$ cat src/rtl/util_tx_sched_pkg.sv
// Shared types and constants for the timed-transmit burst scheduler.
// Consumed by util_tx_burst_sched and util_tx_sched_ts_cmp.
package util_tx_sched_pkg;

    typedef enum logic [2:0] {
        ST_IDLE   = 3'd0,
        ST_BYPASS = 3'd1,
        ST_HDR    = 3'd2,
        ST_WAIT   = 3'd3,
        ST_PASS   = 3'd4,
        ST_DROP   = 3'd5
    } sched_state_e;

    // Header value minus current timestamp that still lets the first beat leave exactly on time.
    localparam int TS_DIFF_ON_TIME = 1;

    localparam int HDR_DATA_WIDTH = 64;
    localparam int HDR_TS_WIDTH   = 64;
    localparam int BEAT_CNT_WIDTH = 32;
    localparam int STAT_CNT_WIDTH = 32;

endpackage

$ cat src/rtl/util_tx_sched_ts_cmp.sv
// Header timestamp register plus wrap-safe signed comparison against the DAC timestamp.
// Flags classify an incoming header; release_next fires one cycle before the held header time.
module util_tx_sched_ts_cmp
    import util_tx_sched_pkg::*;
#(
    parameter int TS_WIDTH = HDR_TS_WIDTH
) (
    input  logic                dac_clk,
    input  logic                reset,
    input  logic                load,
    input  logic [TS_WIDTH-1:0] hdr_ts,
    input  logic [TS_WIDTH-1:0] timestamp,
    output logic                hdr_late,
    output logic                hdr_on_time,
    output logic                hdr_early,
    output logic                release_next
);

    logic [TS_WIDTH-1:0] ts_q;
    logic [TS_WIDTH-1:0] hdr_diff;
    logic [TS_WIDTH-1:0] wait_diff;

    always_ff @(posedge dac_clk) begin
        if (reset) begin
            ts_q <= '0;
        end else if (load) begin
            ts_q <= hdr_ts;
        end
    end

    // Modular subtraction; the sign bit separates past from future across counter wrap.
    assign hdr_diff    = hdr_ts - timestamp;
    assign hdr_late    = hdr_diff[TS_WIDTH-1] || (hdr_diff == '0);
    assign hdr_on_time = (hdr_diff == TS_WIDTH'(TS_DIFF_ON_TIME));
    assign hdr_early   = !hdr_late && !hdr_on_time;

    assign wait_diff    = ts_q - timestamp;
    assign release_next = (wait_diff == TS_WIDTH'(TS_DIFF_ON_TIME));

endmodule

$ cat src/rtl/util_tx_burst_sched.sv
// Timed-transmit scheduler: holds each header-tagged group until the DAC timestamp reaches it.
// Define UTIL_TX_SCHED_STATS_EN to add saturating late_count / underflow_count outputs.
//
// state  | meaning
// IDLE   | no transfer; latch timestamp_every when xfer_req rises
// BYPASS | timestamp_every==0, stream passes straight through
// HDR    | expecting a header word
// WAIT   | header early, input stalled until its timestamp
// PASS   | releasing the group beat-for-beat
// DROP   | header late, swallowing the group
module util_tx_burst_sched
    import util_tx_sched_pkg::*;
#(
    parameter int DATA_WIDTH = HDR_DATA_WIDTH,
    parameter int TS_WIDTH   = HDR_TS_WIDTH,
    parameter int CNT_WIDTH  = BEAT_CNT_WIDTH
) (
    input  logic                  dac_clk,
    input  logic                  reset,
    input  logic [TS_WIDTH-1:0]   timestamp,
    input  logic [CNT_WIDTH-1:0]  timestamp_every,
    input  logic                  s_axis_valid,
    output logic                  s_axis_ready,
    input  logic                  s_axis_xfer_req,
    input  logic [DATA_WIDTH-1:0] s_axis_data,
    output logic                  m_axis_valid,
    input  logic                  m_axis_ready,
    output logic [DATA_WIDTH-1:0] m_axis_data,
    output logic                  upack_flush,
    output logic                  late,
    output logic                  underflow
`ifdef UTIL_TX_SCHED_STATS_EN
    ,
    output logic [STAT_CNT_WIDTH-1:0] late_count,
    output logic [STAT_CNT_WIDTH-1:0] underflow_count
`endif
);

    sched_state_e         state, state_nxt;
    logic [CNT_WIDTH-1:0] cnt, cnt_nxt;
    logic [CNT_WIDTH-1:0] every_q, every_nxt;
    logic                 late_nxt, flush_nxt, underflow_nxt;
    logic                 ts_load, beat_acc, group_last;
    logic                 hdr_late, hdr_on_time, hdr_early, release_next;

    assign m_axis_data = s_axis_data;
    assign group_last  = (cnt == every_q - CNT_WIDTH'(1));

    util_tx_sched_ts_cmp #(
        .TS_WIDTH (TS_WIDTH)
    ) u_ts_cmp (
        .dac_clk      (dac_clk),
        .reset        (reset),
        .load         (ts_load),
        .hdr_ts       (s_axis_data[TS_WIDTH-1:0]),
        .timestamp    (timestamp),
        .hdr_late     (hdr_late),
        .hdr_on_time  (hdr_on_time),
        .hdr_early    (hdr_early),
        .release_next (release_next)
    );

    always_ff @(posedge dac_clk) begin
        if (reset) begin
            state       <= ST_IDLE;
            cnt         <= '0;
            every_q     <= '0;
            upack_flush <= 1'b0;
            late        <= 1'b0;
            underflow   <= 1'b0;
        end else begin
            state       <= state_nxt;
            cnt         <= cnt_nxt;
            every_q     <= every_nxt;
            upack_flush <= flush_nxt;
            late        <= late_nxt;
            underflow   <= underflow_nxt;
        end
    end

    always_comb begin
        state_nxt     = state;
        cnt_nxt       = cnt;
        every_nxt     = every_q;
        late_nxt      = 1'b0;
        flush_nxt     = 1'b0;
        underflow_nxt = 1'b0;
        ts_load       = 1'b0;
        beat_acc      = 1'b0;
        s_axis_ready  = 1'b0;
        m_axis_valid  = 1'b0;
        if (!s_axis_xfer_req) begin
            // Abort: the unpacker may hold a partial group only if we were inside one.
            state_nxt = ST_IDLE;
            cnt_nxt   = '0;
            flush_nxt = (state == ST_PASS) || (state == ST_DROP);
        end else begin
            case (state)
                ST_IDLE: begin
                    every_nxt = timestamp_every;
                    state_nxt = (timestamp_every == '0) ? ST_BYPASS : ST_HDR;
                end
                ST_BYPASS: begin
                    s_axis_ready = m_axis_ready;
                    m_axis_valid = s_axis_valid;
                end
                ST_HDR: begin
                    s_axis_ready = 1'b1;
                    cnt_nxt      = '0;
                    if (s_axis_valid) begin
                        ts_load = 1'b1;
                        if (hdr_on_time) begin
                            state_nxt = ST_PASS;
                        end else if (hdr_early) begin
                            state_nxt = ST_WAIT;
                        end else begin
                            state_nxt = ST_DROP;
                            late_nxt  = hdr_late;
                            flush_nxt = hdr_late;
                        end
                    end
                end
                ST_WAIT: begin
                    if (release_next) begin
                        state_nxt = ST_PASS;
                    end
                end
                ST_PASS: begin
                    m_axis_valid  = s_axis_valid;
                    s_axis_ready  = m_axis_ready;
                    underflow_nxt = m_axis_ready && !s_axis_valid;
                    beat_acc      = s_axis_valid && m_axis_ready;
                end
                ST_DROP: begin
                    s_axis_ready = 1'b1;
                    beat_acc     = s_axis_valid;
                end
                default: begin
                    state_nxt = ST_IDLE;
                end
            endcase

            // Group boundary: new timestamp_every is picked up only here.
            if (beat_acc) begin
                if (group_last) begin
                    cnt_nxt   = '0;
                    every_nxt = timestamp_every;
                    state_nxt = (timestamp_every == '0) ? ST_BYPASS : ST_HDR;
                end else begin
                    cnt_nxt = cnt + CNT_WIDTH'(1);
                end
            end
        end
    end

`ifdef UTIL_TX_SCHED_STATS_EN
    logic xfer_req_q;

    always_ff @(posedge dac_clk) begin
        if (reset) begin
            xfer_req_q      <= 1'b0;
            late_count      <= '0;
            underflow_count <= '0;
        end else begin
            xfer_req_q <= s_axis_xfer_req;
            if (s_axis_xfer_req && !xfer_req_q) begin
                late_count      <= '0;
                underflow_count <= '0;
            end else begin
                if (late_nxt && (late_count != '1)) begin
                    late_count <= late_count + STAT_CNT_WIDTH'(1);
                end
                if (underflow_nxt && (underflow_count != '1)) begin
                    underflow_count <= underflow_count + STAT_CNT_WIDTH'(1);
                end
            end
        end
    end
`endif

endmodule

$ cat config.mk
export PLATFORM = sky130hd
export DESIGN_NAME = util_tx_burst_sched
export DESIGN_NICKNAME = d
export VERILOG_FILES = /design/src/rtl/util_tx_sched_pkg.sv /design/src/rtl/util_tx_sched_ts_cmp.sv /design/src/rtl/util_tx_burst_sched.sv
export SDC_FILE = /design/constraint.sdc
export NUM_CORES = 1
export LEC_CHECK = 0
export CAP_MARGIN = 20
export CORE_AREA = 8 8 195 197
export DETAILED_ROUTE_END_ITERATION = 7
export DIE_AREA = 0 0 203 205
export PLACE_DENSITY = 0.73
export SETUP_SLACK_MARGIN = 0.5
export SLEW_MARGIN = 10
export SYNTH_ARGS = -nofsm -noshare
export SYNTH_HDL_FRONTEND = slang
export SYNTH_SLANG_ARGS = --single-unit
$ cat constraint.sdc
create_clock -name dac_clk -period 5.3 [get_ports dac_clk]
set_input_delay 1.325 -clock dac_clk [delete_from_list [all_inputs] [get_ports dac_clk]]
set_output_delay 1.325 -clock dac_clk [all_outputs]
set_load 0.01 [all_outputs]
Word-level counts from Yosys, hierarchy flattened
Index checks and enable logic that the tools add are counted.
{ "op_classes": {"muxes": 28, "bitwise_logic": 2, "reduce_logical": 17, "eq_ne": 8, "n_addsub": 4} }
{ "ops": {"columns": ["op", "count"], "rows": [
  ["$mux 32", 6],
  ["$eq 64x1->1 const B", 2],
  ["$sub 64x64->64", 2],
  ["$logic_not 64->1", 1],
  ["$add 32x1->32 const B", 1],
  ["$eq 32x32->1", 1],
  ["$logic_not 32->1", 1],
  ["$sub 32x1->32 const B", 1],
  ["$mux 3", 6],
  ["$mux 1", 12],
  ["$pmux 3 s4", 1],
  ["$eq 3x2->1 const B", 2],
  ["$eq 3x3->1 const B", 2],
  ["$reduce_or 2->1", 3],
  ["$reduce_or 3->1", 2],
  ["$pmux 1 s2", 2],
  ["$eq 3x1->1 const B", 1],
  ["$logic_and 1x1->1", 3],
  ["$logic_not 1->1", 3],
  ["$logic_not 3->1", 1],
  ["$logic_or 1x1->1", 2],
  ["$mux 2", 1],
  ["$not 1->1", 2],
  ["$reduce_bool 2->1", 1]
]} }
{ "word_totals": {"out_inout_bits": 69, "reg_bits": 134} }

Depth between registers and ports, before layout
Gate-level depths: netlist of run 1.
{ "depth": {"ltp_word": 11, "depth_mapped": 17} }

Cells and area by module
A second synthesis of run 1 with hierarchy kept.
{ "unflattened": {"cells_unflattened": 2239, "hier_area_um2": 16064.2} }
{ "modules_own_cells": {"columns": ["module", "instances", "area_per_inst_um2", "cells_per_inst"], "rows": [
  ["util_tx_sched_ts_cmp", 1, 11197.0, 1635],
  ["util_tx_burst_sched", 1, 4867.2, 604]
]} }

Worst setup path before layout of run 1
OpenSTA, ideal clock, no wires.
{ "synth_timing": {"kind": "in2reg", "start": "input timestamp[0]", "end": "register state[2]", "t_required_ns": 5.214, "arrival_ns": 4.717, "n_path_buf": 0, "stages": 15, "path_slack_ns": 0.497, "cell_sequence": "ha_1 -> inv_1 -> fa_1 -> a211oi_2 -> o21ai_0 -> a211oi_1 -> a211oi_1 -> o21ai_0 -> nor2_1 -> a21oi_1 -> or4b_2 -> nor4_1 -> and4b_1 -> nor2_1 -> a211oi_1"} }
{ "synth_via": {"elab_chain_len": 11, "word_cells_on_any_way": 16} }
{ "synth_lines": {"columns": ["item", "line_no", "text"], "rows": [
  ["from (decl)", "util_tx_burst_sched.sv:20", "input logic [TS_WIDTH-1:0] timestamp,"],
  ["$sub 64x64->64", "util_tx_sched_ts_cmp.sv:32", "assign hdr_diff = hdr_ts - timestamp;"],
  ["$logic_not 64->1", "util_tx_sched_ts_cmp.sv:33", "assign hdr_late = hdr_diff[TS_WIDTH-1] || (hdr_diff == '0);"],
  ["$logic_or 1x1->1", "util_tx_sched_ts_cmp.sv:33", null],
  ["$logic_not 1->1", "util_tx_sched_ts_cmp.sv:35", "assign hdr_early = !hdr_late && !hdr_on_time;"],
  ["$logic_and 1x1->1", "util_tx_sched_ts_cmp.sv:35", null],
  ["$mux 3", "util_tx_burst_sched.sv:114", "end else if (hdr_early) begin"],
  ["$mux 3", "util_tx_burst_sched.sv:112", "if (hdr_on_time) begin"],
  ["$mux 3", "util_tx_burst_sched.sv:110", "if (s_axis_valid) begin"],
  ["$pmux 3 s4 (*)", "util_tx_burst_sched.sv:98", "case (state)"],
  ["$mux 3", "util_tx_burst_sched.sv:145", "if (group_last) begin"],
  ["$mux 3 (*)", "util_tx_burst_sched.sv:144", "if (beat_acc) begin"],
  ["to (signal assigned)", "util_tx_burst_sched.sv:72", "state <= state_nxt;"],
  ["to (decl)", "util_tx_burst_sched.sv:39", "sched_state_e state, state_nxt;"]
]} }
Every way passes the cells marked *; elsewhere a longest branch is shown, timed or not.
A chain may end at the register's enable or synchronous reset.

Final worst setup path of run 1
{ "layout_timing": {"start": "input s_axis_data[18]", "end": "register upack_flush"} }
{ "layout_via": {"elab_chain_len": 10, "word_cells_on_any_way": 12} }
{ "layout_lines": {"columns": ["item", "line_no", "text"], "rows": [
  ["from (decl)", "util_tx_burst_sched.sv:25", "input logic [DATA_WIDTH-1:0] s_axis_data,"],
  ["$sub 64x64->64 (*)", "util_tx_sched_ts_cmp.sv:32", null],
  ["$logic_not 64->1", "util_tx_sched_ts_cmp.sv:33", null],
  ["$logic_or 1x1->1", "util_tx_sched_ts_cmp.sv:33", null],
  ["$logic_not 1->1", "util_tx_sched_ts_cmp.sv:35", null],
  ["$logic_and 1x1->1", "util_tx_sched_ts_cmp.sv:35", null],
  ["$mux 1", "util_tx_burst_sched.sv:114", null],
  ["$mux 1 (*)", "util_tx_burst_sched.sv:112", null],
  ["$mux 1 (*)", "util_tx_burst_sched.sv:110", null],
  ["$mux 1 (*)", null, null],
  ["$mux 1 (*)", "util_tx_burst_sched.sv:92", "if (!s_axis_xfer_req) begin"],
  ["to (signal assigned)", "util_tx_burst_sched.sv:75", "upack_flush <= flush_nxt;"],
  ["to (decl)", "util_tx_burst_sched.sv:29", "output logic upack_flush,"]
]} }
Marked as above.

==> results of run 1 <==
per-layer routing:
layer / vias to the layer above / part of all wire [%] / GRT usage (%)
met3: 549 / 11 / 10.4
met4: 2 / 9.0 / 31.1
li1: 10874 / - / -
met2: 1849 / 43 / 67.8
met1: 11494 / 36 / 48.6
met5: - / 0.013 / 0
worst register-to-register path, cell delays in order (launching register included):
cell and delay [ns]:
dfxtp_1 0.41, nor4_4 0.55, nand4_1 0.31, or3_4 0.48, or4_1 0.50, xnor2_1 0.14, or4_1 0.53, nor3_2 0.21
nand4_4 0.23, nor2_4 0.22, o21ai_4 0.06, buf_4 0.31, mux2i_1 0.26, nor2_1 0.08
report_power, final:
part           switching [mW]  internal, mW
clock                   0.614         0.635
combinational            1.36          1.19
sequential             0.0479          1.04
total                    2.03          2.87
registers in the layout (all words and copies together) (netlist names):
name           count
u_ts_cmp.ts_q     64
upack_flush        1
cnt               32
state              3
late               1
underflow          1
every_q           32
how the worst max path moves through the flow:
stage / start / slack (ns) / end
floorplan: s_axis_data[0] / 0.57 / state[2]$_SDFF_PP0_
global placement: s_axis_data[0] / -0.70 / state[2]$_SDFF_PP0_
detailed placement: timestamp[0] / -0.73 / state[1]$_SDFF_PP0_
CTS: timestamp[14] / 0.46 / state[1]$_SDFF_PP0_
global route: timestamp[43] / 0.27 / state[0]$_SDFF_PP0_
finish: s_axis_data[18] / 0.35 / upack_flush$_SDFF_PP0_
through the flow:
step / worst slack, ns / hold WS [ns]
2_1_floorplan: 0.565 / 0.436
3_3_place_gp: -0.697 / 0.446
3_5_place_dp: -0.733 / 0.451
4_1_cts: 0.465 / 0.461
5_1_grt: 0.274 / 0.477
6_report: 0.353 / 0.463
cell usage in the layout (no fill, tap or decap), drive strengths merged, types with 61 or more instances in the layout:
cell type / n
a21oi: 307
buf: 732
clkdlybuf4s50: 160
dfxtp: 134
ha: 128
inv: 112
nand2: 353
nand4: 71
nor2: 231
nor3: 61
o21ai: 177
xnor2: 73
what timing repair did:
item	in CTS	in global routing
pin swaps	166	52
hold buffers	0	0
endpoints found under the hold margin	0	0
setup endpoints to repair	5	35
setup buffers	73	21
resized for setup	466	149
area by class of cell:
type | count | share of cell area [%]
clock buffer | 18 | 1.58
inverter | 103 | 1.46
multi-input combinational | 2113 | 56.5
sequential | 134 | 9.66
clock inverter | 14 | 0.482
timing repair buffer | 962 | 28.3
tap | 461 | 2.08
cells by family after synthesis:
logic type	count (synthesis)	share of synthesized area, %
buffers and inverters	291	8.08
AO/OA/AOI/OAI	802	29.1
multiplexers	57	3.37
flip-flops	134	15.6
AND/OR/NAND/NOR	1023	29.2
adder cells (fa/ha/maj)	130	9.54
XOR/XNOR	101	5.14
==> impl_metrics.ini, run 1 <==
[power_and_ir_drop]
powerDensity_mw_per_mm2 = 176
leakage_nw = 11.3
max-vdd-ir-drop_uv = 251
p_total_mw = 4.89

[synth]
async_flop_share_pct = 0
synth-edff-count = 0
synth_top_area_share_pct = 15.6
synth_common_cells = nand2_1 (352), a21oi_1 (306), nor2_1 (230), o21ai_0 (162), dfxtp_1 (134)
syn_inst = 2538
synth_top_area_cell = dfxtp_1
seq_area_frac_synth_pct = 15.6
yosysMostFrequentCell = nand2_1
ys_seq_elements = 134
synth_area_mm2 = 0.0172
syn_nets = 2833
synthTopCellsByArea = dfxtp_1 (16%), ha_1 (9.3%), a21oi_1 (8.9%)
ys_types = 95
synth_warnings = 0
syn_avg_cell_area_um2 = 6.78
ys.flop_type = dfxtp_1

[worst_setup_path]
critPathTopFamily = buffers and inverters
critPathSlowestCell = dlygate4sd2_1
crit_cells = 21
arrival_ns = 5.30
slowest_delay_ns = 0.43
r2r-start = every_q[2]$_SDFFE_PP0P_
critPathMaxFanout = 3
cp.required_ns = 5.65
r2r_end = every_q[18]$_SDFFE_PP0P_
reg2reg_slack_ns = 0.88
cp-end-kind = flip-flop
crit_path_cell_trace = dlygate4sd2_1, ha_4, a21oi_2, buf_4, o211ai_1, a21oi_2, a2111oi_4, buf_4, buf_4, buf_4, buf_4, nor2_1, nor2_1, a2111oi_4, buf_4, a2111oi_4, nand4_1, nor4_4, buf_4, a31o_2, or2_2
critPathBufInv = 8
cpMostUsedCell = buf_4
critPathKind = in2reg
ff2ff_path_depth = 13
critPathLaunchType = input pin

[hold_path]
worstHoldStart = u_ts_cmp.ts_q[56]$_SDFFE_PP0P_
min_path_type = reg2reg
whs_endpoint = u_ts_cmp.ts_q[56]$_SDFFE_PP0P_
whs_path_depth = 2

[clock_tree]
insertion_delay_ns = 0.46
cts_buffers = 17
root_buffer = clkbuf_16
clk_pin_slew_ns = 0.07
clk_path_buf_depth = 2
cts_tree = built
cts_sinks = 134
h-tree-depth = 4

[cells_and_area]
multiInputGateArea_mm2 = 0.0157
finalNetCount = 3626
drive_above_1_share_pct = 35.3
ff_latch_area_mm2 = 0.00268
area_delta_synth_final_pct = 61.5
final_core_util_pct = 79.5
final_area_mm2 = 0.0278
fillers = 2365
stdcell_count = 3805
antenna_cells = 0

[global_route]
antenna_found_initial = 1
gr-total-overflow = 0
grt_pass1_wl_mm = 138
grt_max_degree = 64
grt_pass1_vias = 24173
gr-usage-all-layers_pct = 42.2

[route]
drc = 0
wirelength_mm = 94.1
first_iter_violations = 2946
wl_per_cell_um = 24.7
drt.antenna.violating_nets = 0
viasPerCell = 6.51
dr.pass1.iters = 7
num_vias = 24768

[timing]
finalSetupViolCount = 0
fin_skew_ns = 0.0162
final_hold_viol_count = 0
finalCriticalPeriod_ns = 4.95
worstMarginPinSlew_ns = 0.984
max_freq_mhz = 202
setup_tns_ns = 0
rsz0062_at_grt = true
slew_headroom_pct = 34.3
fin_crit_sh_pct = 93.3
maxSlewViolCount = 0

[place]
place_inst = 3679
dp_hpwl_mm = 69.2
placed_area_mm2 = 0.0239
port_buffers = 233
gp_congestion = 1.08

[die]
die_area_mm2 = 0.0416
die_h_um = 205
placementRows = 69
start_util_pct = 49.2
dieWidth_um = 203
core_mm2 = 0.0350
io_pins = 234

[run]
cap_violations = 0

[status]
status = completed
(Power assumes the default switching activity.)
==> run 2, diff against run 1 <==
==> constraint.sdc (replaced) <==
create_clock -name dac_clk -period 5.75 [get_ports dac_clk]
set_input_delay 1.4375 -clock dac_clk [delete_from_list [all_inputs] [get_ports dac_clk]]
set_output_delay 1.4375 -clock dac_clk [all_outputs]
set_load 0.01 [all_outputs]
==> run 2 against run 1 <==
Against the previous run:
- critical path type unchanged
- first-iteration DRC count down 4.0%
- combinational power down 18%
- register-to-register slack worse by 0.03 ns
- flip-flop and latch count unchanged
- non-clock buffer count down 243
- critical endpoint is now state[2]$_SDFF_PP0_
- clock power down 8%
- utilization down 7.0 points
- global-route usage down 4.4 points
- final area down 8.8%
- critical path depth down 3
==> impl_metrics.ini, run 2 (synthesis results as in run 1) <==
[route]
drc = 0
wl_met3_mm = 9.03
first_iter_violations = 2829
drt.antenna.violating_nets = 0
wirelength_mm = 85.4
wirelength_met1_mm = 32.6
dr.pass1.iters = 7
highest_layer = met4
num_vias = 23256
viasPerCell = 6.53
wl_per_cell_um = 24.0
wl_met2_mm = 37.6

[global_route]
gr-total-overflow = 0
antenna_found_initial = 0
grt_pass1_vias = 21760
grt_pass1_wl_mm = 125
grt_max_degree = 98
gr-usage-all-layers_pct = 37.8

[worst_setup_path]
cp.required_ns = 6.11
ff2ff_path_depth = 13
r2r_end = every_q[4]$_SDFFE_PP0P_
arrival_ns = 5.82
critPathLaunchType = input pin
r2r-start = every_q[2]$_SDFFE_PP0P_
critPathKind = in2reg
cp-end-kind = flip-flop
reg2reg_slack_ns = 0.85
critPathMaxFanout = 10

[die]
dieWidth_um = 203
io_pins = 234
placementRows = 69
die_area_mm2 = 0.0416
die_h_um = 205
start_util_pct = 49.2
core_mm2 = 0.0350

[clock_tree]
root_buffer = clkbuf_16
insertion_delay_ns = 0.45
cts_sinks = 134
h-tree-depth = 4
cts_tree = built
clk_pin_slew_ns = 0.07
clk_path_buf_depth = 2
cts_buffers = 17
hold_buffers = 0

[power_and_ir_drop]
combPwrFrac_pct = 49.4
max-vdd-ir-drop_uv = 230
cell_internal_pwr_mw = 2.51
p_switching_mw = 1.73
clockPowerShare_pct = 27.1
powerDensity_mw_per_mm2 = 167
power_frac_seq_pct = 23.4
p_sw_share_pct = 40.8
leakage_nw = 10.2
p_total_mw = 4.24

[cells_and_area]
final_common_cell = buf_4
finalNetCount = 3383
final_area_mm2 = 0.0254
fillers = 2731
area_delta_synth_final_pct = 47.3
drive_above_1_share_pct = 27.4
reg.largest.list = u_ts_cmp.ts_q (64), cnt (32), every_q (32)
layout_common_cells = buf_4 (478), nand2_1 (337), a21oi_1 (248), nor2_1 (221), clkdlybuf4s50_1 (207)
largest_register = u_ts_cmp.ts_q
antenna_cells = 0
largest_reg_flops = 64

[timing]
final_hold_viol_count = 0
slew_headroom_pct = 29.8
fin_crit_sh_pct = 94.9
max_freq_mhz = 183
maxSlewViolCount = 0
rsz0062_at_grt = true
whs_ns = 0.461
finalSetupViolCount = 0
setup_ws_ns = 0.295
worstMarginPinSlew_ns = 1.05
fin_skew_ns = 0.0147
finalCriticalPeriod_ns = 5.45

[hold_path]
whs_path_depth = 2
min_path_type = reg2reg
whs_endpoint = u_ts_cmp.ts_q[43]$_SDFFE_PP0P_
worstHoldStart = u_ts_cmp.ts_q[43]$_SDFFE_PP0P_

[run]
cap_violations = 0

[place]
gp_congestion = 1.08
pre_cts_ws_ns = -0.761
placed_area_mm2 = 0.0223
port_buffers = 233
dp_hpwl_mm = 67.0

[status]
status = completed
-- run 2: cell count changes in the layout (fill, tap and decap cells not counted), moves of 16 or more --
cell / previous run / this run
buf_4: 703 / 478
ha_4: 92 / 44
clkdlybuf4s50_1: 160 / 207
dlygate4sd2_1: 48 / 5
ha_1: 31 / 71
inv_1: 59 / 78
buf_6: 24 / 8
-- run 2: what timing repair did --
item	in CTS	in global routing
setup buffers	22	35
endpoints found under the setup margin	5	5
resized for setup	193	250
pin swaps	59	104
-- run 2: worst max-delay path by stage --
| stage | start | endpoint | cells past startpoint |
|---|---|---|---|
| 2_1_floorplan | timestamp[0] | state[2]$_SDFF_PP0_ | 15 |
| 5_1_grt | timestamp[8] | state[2]$_SDFF_PP0_ | 18 |
| 4_1_cts | timestamp[36] | state[2]$_SDFF_PP0_ | 17 |
| 3_5_place_dp | timestamp[0] | state[2]$_SDFF_PP0_ | 19 |
| 6_report | timestamp[8] | state[2]$_SDFF_PP0_ | 18 |
| 3_3_place_gp | timestamp[0] | state[2]$_SDFF_PP0_ | 19 |
-- run 2: power by group through the flow --
stage | registers (mW) | logic, mW | clock network [mW]
floorplan | 0.997 | 0.946 | 0
global placement | 1.01 | 1.72 | 0
detailed placement | 1.01 | 1.74 | 0
CTS | 0.992 | 1.86 | 1.15
global route | 0.998 | 2.20 | 1.20
finish | 0.995 | 2.10 | 1.15
-- run 2: metal layers --
| layer | vias to the layer above | track usage [%] |
|---|---|---|
| met4 | 0 | 23.2 |
| met1 | 10849 | 46.3 |
| met5 | - | 0 |
| met2 | 1674 | 60.3 |
| li1 | 10385 | - |
| met3 | 348 | 8.00 |
-- run 2: area by class of cell --
cell class / count / area [um^2] / area share [%]
multi-input combinational: 2113 / 15100 / 59.4
sequential: 134 / 2680 / 10.6
clock inverter: 15 / 178 / 0.701
inverter: 103 / 392 / 1.54
timing repair buffer: 719 / 6040 / 23.8
clock buffer: 17 / 425 / 1.68
tap: 461 / 577 / 2.28
-- run 2: per-stage QoR --
step | TNS [ns] | util, % | std cells
floorplan | 0 | - | 2538
global placement | -2.11 | 63.9 | 3472
detailed placement | -2.58 | 63.9 | 3472
CTS | 0 | 68.5 | 3526
global route | 0 | 72.5 | 3562
finish | 0 | 72.5 | 3562
-- run 2: critical path: stages --
cell and delay [ns]:
clkdlybuf4s50_1 0.47, inv_2 0.06, ha_4 0.29, buf_6 0.14, nand4_1 0.25, a2111oi_4 0.31, o21ai_1 0.12, buf_4 0.20
a21oi_4 0.19, o21ai_1 0.08, and4b_2 0.28, or4b_4 0.54, nor4_4 0.23, or4bb_4 0.52, nor4_4 0.27, buf_4 0.17
nor4_2 0.06, a211oi_2 0.18
